$ cat src/rtl/pipe_stall_ctrl.sv
// Pipeline stall sequencer: merges ID/EX/MEM stall requests into the 6-bit stall
// bus, tracks divide-busy with a watchdog, and counts stalled cycles.
module pipe_stall_ctrl #(
   parameter int unsigned DIV_CYCLES = 33,
   parameter int unsigned CNT_WD     = 32
) (
   input  logic              clk,
   input  logic              rst,
   input  logic              stallreq_id,
   input  logic              div_start,
   input  logic              div_ready,
   input  logic              stallreq_mem,
   output logic [5:0]        stall,
   output logic              div_busy,
   output logic              div_timeout,
   output logic [CNT_WD-1:0] stall_cycles
);

   typedef enum logic [1:0] {
      RUN      = 2'd0,
      DIV_WAIT = 2'd1,
      DRAIN    = 2'd2
   } state_t;

   localparam logic [5:0] PAT_MEM  = 6'b011111;
   localparam logic [5:0] PAT_EX   = 6'b001111;
   localparam logic [5:0] PAT_ID   = 6'b000111;
   localparam logic [7:0] DIV_LOAD = 8'(DIV_CYCLES - 1);

   state_t     state;
   logic [7:0] div_cnt;
   logic       ex_req;

   // EX holds while a divide is outstanding; the result cycle itself lets EX advance.
   always_comb begin
      ex_req = 1'b0;
      if (state == DIV_WAIT)
         ex_req = !div_ready;
      else
         ex_req = div_start && !div_ready;
   end

   always_comb begin
      stall = '0;
      if (!rst)
         stall = '0;
      else if (stallreq_mem)
         stall = PAT_MEM;
      else if (ex_req)
         stall = PAT_EX;
      else if (stallreq_id)
         stall = PAT_ID;
   end

   always_ff @(posedge clk or negedge rst) begin
      if (!rst) begin
         state        <= RUN;
         div_cnt      <= '0;
         div_busy     <= 1'b0;
         div_timeout  <= 1'b0;
         stall_cycles <= '0;
      end else begin
         if (stall != 6'b000000)
            stall_cycles <= stall_cycles + 1'b1;

         case (state)
            DIV_WAIT: begin
               div_cnt <= div_cnt - 1'b1;
               if (div_ready) begin
                  state    <= DRAIN;
                  div_busy <= 1'b0;
               end else if (div_cnt == 8'd0) begin
                  state       <= DRAIN;
                  div_busy    <= 1'b0;
                  div_timeout <= 1'b1;
               end
            end
            default: begin
               // RUN and DRAIN accept a new divide identically.
               if (div_start && !div_ready) begin
                  state    <= DIV_WAIT;
                  div_busy <= 1'b1;
                  div_cnt  <= DIV_LOAD;
               end else begin
                  state    <= RUN;
                  div_busy <= 1'b0;
               end
            end
         endcase
      end
   end

endmodule

$ cat config.mk
export PLATFORM = sky130hd
export DESIGN_NAME = pipe_stall_ctrl
export DESIGN_NICKNAME = d
export VERILOG_FILES = /design/src/rtl/pipe_stall_ctrl.sv
export SDC_FILE = /design/constraint.sdc
export NUM_CORES = 1
export LEC_CHECK = 0
export CORE_ASPECT_RATIO = 0.7
export CORE_UTILIZATION = 42
export DETAILED_ROUTE_END_ITERATION = 10
export GPL_ROUTABILITY_DRIVEN = 0
export MAX_ROUTING_LAYER = met4
export PLACE_DENSITY = 0.78
export SETUP_SLACK_MARGIN = 0.1
export SYNTH_ARGS = -nofsm -noshare
export SYNTH_HDL_FRONTEND = slang
export SYNTH_SLANG_ARGS = --single-unit
$ cat constraint.sdc
create_clock -name clk -period 2.5 [get_ports clk]
set_input_delay 0.5 -clock clk [delete_from_list [all_inputs] [get_ports clk]]
set_output_delay 0.5 -clock clk [all_outputs]
set_load 0.005 [all_outputs]
==> results of run 1 <==
==> per-stage QoR <==
stage	instance area (sq um)	hold slack, ps	util (%)	cells	total power [mW]
2_1_floorplan	2221	204.4	-	216	1.333
3_3_place_gp	2744	443.5	55.55	327	1.660
3_5_place_dp	2744	442.9	55.55	327	1.678
4_1_cts	2884	222.6	58.38	336	2.312
5_1_grt	2884	228.3	58.38	336	2.449
6_report	2884	220.7	58.38	336	2.306
==> cell families after synthesis <==
family                     synth area share (%)
other                                    0.1689
AOI/OAI and AO/OA                         6.479
xor gates and xnor gates                  12.23
DFF                                       48.45
and+or+nand+nor                           27.27
buffers and inverters                     4.282
adders and majority gates                 1.127
==> timing repair <==
action	in CTS	in global routing
hold buffers	0	0
endpoints found under the hold margin	0	0
setup buffers	1	0
setup endpoints to repair	4	0
gates resized for setup	10	0
==> power groups by stage <==
stage	Sequential (mW)	Combinational, mW	Clock, mW
4_1_cts	1.04	0.636	0.640
3_5_place_dp	1.04	0.634	0
5_1_grt	1.07	0.703	0.680
2_1_floorplan	1.02	0.318	0
6_report	1.04	0.637	0.633
3_3_place_gp	1.04	0.618	0
==> state kept, by name (all words and copies together), names as in the netlist <==
signal and count:
stall_cycles 32, state 2, div_cnt 8, div_timeout 1
==> worst paths after layout <==
path / start / to / slack (ps) / cells past startpoint
setup / recovery: stallreq_mem / stall[1] / 160 / 6
hold / removal: rst / stall_cycles[26] / 220 / 2
setup reg to reg: stall_cycles[0] / stall_cycles[26] / 450 / 5
hold reg to reg: div_timeout / div_timeout / 460 / 1
max in group asynchronous: rst / stall_cycles[13] / 1890 / 2
min in group clk: div_timeout / div_timeout / 460 / 1
==> critical path: cells and delay by family <==
family	cells	cell delay (ps)
buf+inv	4	740
compound gates	1	330
simple gates	1	260
==> per-layer routing <==
metal  share of wire, %  vias to the layer above  GRT usage (%)
met2                 40                       53          23.08
met3                5.2                        8          4.491
met4                1.1                        0          5.847
li1                   -                      861              -
met5                  0                        -              -
met1                 54                      817          30.70
==> synth_stat cells (2+ instances only) <==
cell type / number
clkbuf_1: 2
xnor2_1: 5
a21oi_1: 5
nor3_1: 14
a21o_1: 4
or4_1: 4
buf_4: 3
dfrtp_1: 43
or2_2: 3
ha_1: 2
xor2_1: 26
nor4_1: 9
inv_1: 7
nand2_1: 23
nand4_1: 8
nand3_1: 5
and2_2: 2
nor4_2: 5
nor4_4: 2
buf_2: 2
nor2_1: 11
o21ai_0: 9
==> cell type report <==
type                    count  area, sq um  share of cell area (%)
repair buffers             53        495.5                   17.18
clock inverters             2        60.06                   2.082
flip-flops and latches     43         1076                   37.31
inverters                   7        26.28                  0.9111
clock buffers               6        72.57                   2.516
well taps                  69        86.33                   2.993
multi-input cells         156         1067                   37.01
==> flow_summary_export.csv, run 1 <==
group,metric,value,unit
final_layout,drive_above_1_share,14.23,%
yosys,yosys_most_used_dff,"dfrtp_1",
yosys,synth_edf_count,0,
yosys,syn_inst,216,
drt,vias_per_cell,5.176,
timing,skew,10.77,ps
final_layout,final_common_cell,"dfrtp_1",
drt,drc_errors,0,
status,status,"complete, no violations",
timing,hold_violations,0,
worst_hold_path,worstHoldPathType,"input pin to asynchronous set/reset pin",
yosys,synth_top_cell_by_area,"dfrtp_1",
cts,cts_root_buffer,"clkbuf_8",
power,p_leak,1.256,nW
cts,clock_latency,290,ps
global_routing,grt_max_degree,32,
timing,setup_ws,158.7,ps
timing,rsz0062_at_grt,"false",
cts,clock_path_buffers,2,
yosys,yosysTopAreaCellShare,48.45,%
yosys,synth.area.top_cells,"dfrtp_1 (48%), xor2_1 (10%), nand2_1 (3.9%)",
yosys,synth_area_per_cell,10.28,sq um
yosys,synthArstFlopShare,100.0,%
yosys,ys_warn_count,0,
drt,wl,4763,um
power,pwr-share-seq,44.9,%
final_layout,antenna_cells,0,
cts,cts_tree,"yes",
timing,min_period,2341,ps
die,fp.coreArea,4940,sq um
die,dieArea,5587,sq um
placed_design,dpl_worst_slack,-189.8,ps
yosys,synth.distinct_cells,44,
placed_design,port_buffers,44,
critical_path,cp.required,2000,ps
final_layout,layout.cells.most_common_list,"dfrtp_1 (43), clkdlybuf4s50_1 (37), xor2_1 (26), nand2_1 (23), nor3_1 (14)",
critical_path,arrival,1840,ps
die,io_pins,46,
final_layout,final_nets,274,
power,internal_power,1.580,mW
yosys,syn_nets,224,
critical_path,cpMostUsedCell,"dlygate4sd2_1",
drt,drt_iter0_drc,116,
power,p_comb_share,27.6,%
critical_path,slowest_stage,"o311ai_4",
critical_path,critical_path_class,"input pin to primary output",
flow_run,maxCapViolCount,0,
global_routing,overflow,0,
power,switching_share,31.47,%
die,std_cell_rows,21,
global_routing,grt_usage,19.15,%
critical_path,crit_path_end_kind,"primary output",
drt,vias,1739,
power,p_per_area,799.7,nW/um^2
yosys,synth_area,2221,sq um
drt,wl_per_cell,14.18,um
power,p_switching,0.7259,mW
die,fp.dieW,88.92,um
timing,period_share,93.65,%
drt,drtPass1Iterations,4,
final_layout,syn2layout_area_growth,29.86,%
placed_design,hpwl,3533,um
cts,cts_buffers,5,
die,initial_core_util,44.96,%
die,die_h,62.84,um
timing,clock.fmax,0.4271,GHz
critical_path,slowest_delay,330,ps
cts,cts.sinks,43,
global_routing,antenna_found_initial,0,
timing,finalSetupTns,0,ps
final_layout,n_fill_cell,435,
yosys,synth_seq_area_share,48.45,%
cts,clk_pin_slew,80,ps
yosys,ys_seq_elements,43,
global_routing,grt_pass1_wl,7810,um
global_routing,grt_pass1_vias,1551,
power,clkPwrFrac,27.4,%
power,ir_drop,460.8,uV
timing,setup_violations,0,
cts,htree_levels,2,
drt,antenna_left,0,
critical_path,crit_chain,"dlygate4sd2_1 -> or2_4 -> o311ai_4 -> inv_2 -> buf_4 -> dlygate4sd2_1",
critical_path,start_kind,"input pin",
critical_path,crit_fanout,3,
timing,final_max_slew_viol_count,0,
(Power assumes the default switching activity.)
==> run 2, diff against run 1 <==
CORE_ASPECT_RATIO = 0.75   (was 0.7)
GPL_ROUTABILITY_DRIVEN = 1   (was 0)
REMOVE_ABC_BUFFERS = 1   (was default)
==> flow_summary_export.csv, run 2 (synthesis gave the netlist of run 1 again) <==
group,metric,value,unit
status,status,"complete, no violations",
critical_path,start_kind,"input pin",
drt,vias_per_cell,5.153,
die,std_cell_rows,22,
global_routing,antenna_found_initial,0,
timing,setup_violations,0,
power,pwr-share-seq,44.7,%
global_routing,grt_usage,19.79,%
power,internal_power,1.585,mW
cts,cts_tree,"yes",
placed_design,placed_cell_area,2740,sq um
die,die_h,64.98,um
drt,drtPass1Iterations,4,
cts,clk_pin_slew,80,ps
final_layout,finish.instance_area,2898,sq um
timing,clock.fmax,0.4324,GHz
critical_path,crit_fanout,4,
die,initial_core_util,44.58,%
critical_path,slowest_delay,290,ps
die,fp.coreArea,4982,sq um
drt,vias,1752,
final_layout,regMostFlops,"stall_cycles",
final_layout,largest_reg_flops,32,
drt,wl_per_cell,14.25,um
timing,final_max_slew_viol_count,0,
die,io_pins,46,
timing,hold_violations,0,
timing,skew,8.786,ps
critical_path,cpMostUsedCell,"dlygate4sd2_1",
worst_hold_path,worstHoldPathType,"input pin to asynchronous set/reset pin",
drt,drt_iter0_drc,128,
final_layout,syn2layout_area_growth,30.48,%
critical_path,arrival,1810,ps
final_layout,n_fill_cell,430,
final_layout,layout.cells.most_common_list,"dfrtp_1 (43), clkdlybuf4s50_1 (36), xor2_1 (26), nand2_1 (23), nor3_1 (14)",
global_routing,grt_max_degree,31,
global_routing,overflow,0,
final_layout,final_nets,275,
placed_design,dpl_worst_slack,-244.8,ps
placed_design,place.gp.congestion,0.8208,
flow_run,maxCapViolCount,0,
critical_path,critPathLaunch,"stallreq_mem",
cts,hold_buffers,0,
die,dieArea,5586,sq um
drt,antenna_left,0,
critical_path,critical_path_class,"input pin to primary output",
power,p_per_area,797.2,nW/um^2
cts,clock_path_buffers,2,
placed_design,port_buffers,44,
cts,htree_levels,2,
timing,min_period,2313,ps
power,ir_drop,577.2,uV
cts,clock_latency,300,ps
critical_path,crit_path_end_kind,"primary output",
global_routing,grt_pass1_vias,1696,
global_routing,grt_pass1_wl,8252,um
final_layout,drive_above_1_share,14.55,%
die,fp.dieW,85.97,um
critical_path,slowest_stage,"o311ai_4",
critical_path,regToRegStartpoint,"stall_cycles[0]",
drt,wl,4845,um
critical_path,cp.required,2000,ps
cts,cts.sinks,43,
drt,drc_errors,0,
cts,cts_buffers,5,
placed_design,hpwl,3520,um
final_layout,antenna_cells,0,
power,p_comb_share,27.7,%
timing,period_share,92.51,%
final_layout,reg.largest.list,"stall_cycles x32, div_cnt x8, state x2",
final_layout,utilization,58.16,%
cts,cts_root_buffer,"clkbuf_8",
critical_path,crit_chain,"dlygate4sd2_1 -> or2_4 -> o311ai_4 -> inv_2 -> buf_4 -> dlygate4sd2_1",
timing,setup_ws,187.2,ps
power,p_switching,0.7257,mW
final_layout,final_common_cell,"dfrtp_1",
timing,rsz0062_at_grt,"false",
power,p_leak,1.269,nW
power,clkPwrFrac,27.5,%
power,switching_share,31.41,%
[run 2: cell types whose count changed in the layout (fill, tap and decap cells not counted), sizes merged]
cell,change
buf,+1
clkdlybuf4s50,-1
dlymetal6s2s,+1
[run 2: final timing paths]
kind / to / slack, ps / cells past startpoint
min in group clk: div_timeout / 460 / 1
max in group asynchronous: div_cnt[0] / 1890 / 2
worst min register to register: div_timeout / 460 / 1
worst max register to register: stall_cycles[26] / 450 / 5
worst max-delay path: stall[1] / 190 / 6
worst min-delay path: div_cnt[7] / 20 / 1
[run 2: layout make-up]
type | count | area (sq um) | area share [%]
sequential | 43 | 1076 | 37.13
multi-input combinational | 156 | 1067 | 36.83
timing repair buffer | 54 | 505.5 | 17.44
tap | 72 | 90.09 | 3.109
clock buffer | 6 | 72.57 | 2.504
clock inverter | 2 | 60.06 | 2.073
inverter | 7 | 26.28 | 0.9067
[run 2: stage by stage]
step	total power, mW	hold slack (ps)	instances	setup TNS, ps
after global placement	1.654	339.7	329	-558.0
after CTS	2.319	14.52	340	0
after global routing	2.457	3.388	340	0
after detailed placement	1.674	339.0	329	-721.2
final	2.310	16.36	340	0
after floorplan	1.322	204.4	206	-9797
[run 2: repair_timing]
item                       in CTS  in global routing
gates resized for setup         9                  2
setup endpoints to repair       3                  3
pin swaps                       1                  0
buffers inserted                3                  0
[run 2: critical path: cells and delay by family]
kind	cells	cell delay (ps)
buf+inv	4	760
compound gates	1	290
simple gates	1	260
[run 2: per-layer routing]
layer	vias to the layer above	part of all wire, %	routed length, um	track usage, %
met5	-	0	0	-
met4	0	0.76	37	4.375
met3	5	4.1	197	5.478
met2	33	45	2159	30.06
met1	846	51	2450	26.53
li1	868	-	-	-
[run 2: power by group through the flow]
stage / Sequential, mW / Clock (mW) / Combinational [mW]
2_1_floorplan: 1.02 / 0 / 0.307
3_3_place_gp: 1.04 / 0 / 0.619
3_5_place_dp: 1.04 / 0 / 0.635
4_1_cts: 1.03 / 0.643 / 0.644
5_1_grt: 1.06 / 0.687 / 0.707
6_report: 1.03 / 0.636 / 0.640
==> run 3, diff against run 2 <==
CTS_BUF_LIST = sky130_fd_sc_hd__clkbuf_4   (was default)
SKIP_LAST_GASP = 1   (was default)
==> flow_summary_export.csv, run 3 (synthesis gave the netlist of run 1 again) <==
group,metric,value,unit
critical_path,critical_path_class,"input pin to primary output",
final_layout,ff_latch_area,1076,sq um
drt,drc_errors,0,
placed_design,dpl_worst_slack,-244.8,ps
critical_path,start_kind,"input pin",
cts,cts_buffers,5,
flow_run,maxCapViolCount,0,
status,status,"complete, no violations",
power,p_switching,0.7100,mW
power,p_per_area,769.7,nW/um^2
final_layout,regMostFlops,"stall_cycles",
power,pwr-share-seq,46.5,%
critical_path,crit_path_end_kind,"primary output",
final_layout,final_common_cell,"dfrtp_1",
placed_design,place.gp.congestion,0.8208,
worst_hold_path,whs_path_depth,1,
final_layout,layout.cells.most_common_list,"dfrtp_1 (43), clkdlybuf4s50_1 (36), xor2_1 (26), nand2_1 (23), nor3_1 (14)",
timing,setup_ws,175.5,ps
drt,wl_per_cell,14.13,um
die,std_cell_rows,22,
global_routing,grt_pass1_wl,8252,um
final_layout,reg.largest.list,"stall_cycles x32, div_cnt x8, state x2",
final_layout,finish.instance_area,2883,sq um
timing,period_share,92.98,%
power,p_leak,1.264,nW
critical_path,arrival,1820,ps
placed_design,dpl.cell_count,329,
final_layout,antenna_cells,0,
final_layout,n_fill_cell,423,
timing,hold_ws,470.6,ps
power,p_comb_share,28.9,%
power,switching_share,32.00,%
die,initial_core_util,44.58,%
die,fp.dieW,85.97,um
timing,rsz0062_at_grt,"true",
worst_hold_path,worstHoldPathType,"flop to flop",
drt,vias,1761,
timing,setup_violations,0,
global_routing,antenna_found_initial,0,
critical_path,crit_fanout,7,
cts,clk_pin_slew,130,ps
global_routing,grt_max_degree,31,
drt,vias_per_cell,5.164,
die,die_h,64.98,um
final_layout,syn2layout_area_growth,29.80,%
placed_design,hpwl,3520,um
worst_hold_path,holdCritStartpoint,"div_timeout",
timing,final_max_slew_viol_count,0,
final_layout,drive_above_1_share,14.87,%
final_layout,fin_cells,341,
cts,cts.sinks,43,
global_routing,overflow,0,
power,internal_power,1.509,mW
worst_hold_path,holdPathEnd,"div_timeout",
die,io_pins,46,
power,clkPwrFrac,24.5,%
final_layout,final_nets,276,
final_layout,largest_reg_flops,32,
power,power,2.219,mW
die,dieArea,5586,sq um
cts,clock_latency,360,ps
critical_path,reg2reg_slack,470,ps
placed_design,port_buffers,44,
cts,clock_path_buffers,2,
cts,cts_tree,"yes",
drt,wl,4817,um
placed_design,placed_cell_area,2740,sq um
drt,drtPass1Iterations,4,
final_layout,multi_input_area,1067,sq um
timing,skew,12.90,ps
timing,clock.fmax,0.4302,GHz
critical_path,cp.required,2000,ps
critical_path,rr_worst_depth,5,
drt,drt_iter0_drc,101,
cts,htree_levels,2,
timing,hold_violations,0,
power,ir_drop,529.0,uV
die,fp.coreArea,4982,sq um
critical_path,regToRegStartpoint,"stall_cycles[0]",
drt,antenna_left,0,
critical_path,worstReg2RegEnd,"stall_cycles[30]",
global_routing,grt_usage,19.79,%
global_routing,grt_pass1_vias,1696,
timing,min_period,2325,ps
cts,cts_root_buffer,"clkbuf_4",
==> run 3: cell types whose count changed in the layout (fill, tap and decap cells not counted) <==
cell and delta:
clkbuf_4 +7, dlygate4sd3_1 +1, clkbuf_8 -5, clkbuf_1 -1
buf_2 -1
==> run 3: what timing repair did <==
item,CTS,global route
pin swaps,1,0
buffers inserted,3,0
hold endpoints to repair,2,0
hold buffers,1,0
resized for setup,10,2
endpoints found under the setup margin,4,4
==> run 3: worst max-delay path by stage <==
stage	start	slack, ps	end	cells past startpoint
final	rst	180	stall[4]	4
after global routing	state[0]	100	stall[3]	5
after CTS	rst	140	stall[4]	4
after detailed placement	stallreq_mem	-240	stall[0]	5
after global placement	stallreq_mem	-190	stall[1]	5
after floorplan	stallreq_mem	-620	stall[0]	3
==> run 3: power by group through the flow <==
stage / registers, mW / logic (mW) / clock network, mW
after CTS: 1.03 / 0.646 / 0.553
after floorplan: 1.02 / 0.307 / 0
after detailed placement: 1.04 / 0.635 / 0
after global routing: 1.06 / 0.708 / 0.590
final: 1.03 / 0.642 / 0.545
after global placement: 1.04 / 0.619 / 0
==> run 3: critical path, stage by stage <==
cell	delay, ps
dlygate4sd3_1	520
clkbuf_4	180
and2_1	130
clkdlybuf4s50_1	490
==> run 3: layout make-up <==
type	count	share of cell area (%)
Clock buffer	6	1.563
Clock inverter	2	2.083
Inverter	7	0.9115
Multi-Input combinational cell	156	37.02
Sequential cell	43	37.33
Tap cell	72	3.125
Timing Repair Buffer	55	17.97
==> run 3: through the flow <==
stage	utilization [%]	TNS, ps
final	57.86	0
after global routing	57.86	0
after CTS	57.76	0
after detailed placement	55.00	-721.2
after global placement	55.00	-558.0
after floorplan	-	-9797
==> run 3: routing by layer <==
| layer | GRT usage (%) | vias to the layer above | routed length (um) |
|---|---|---|---|
| met4 | 6.875 | 0 | 75 |
| li1 | - | 873 | - |
| met5 | - | - | 0 |
| met3 | 3.567 | 8 | 196 |
| met1 | 26.44 | 836 | 2377 |
| met2 | 30.46 | 44 | 2168 |
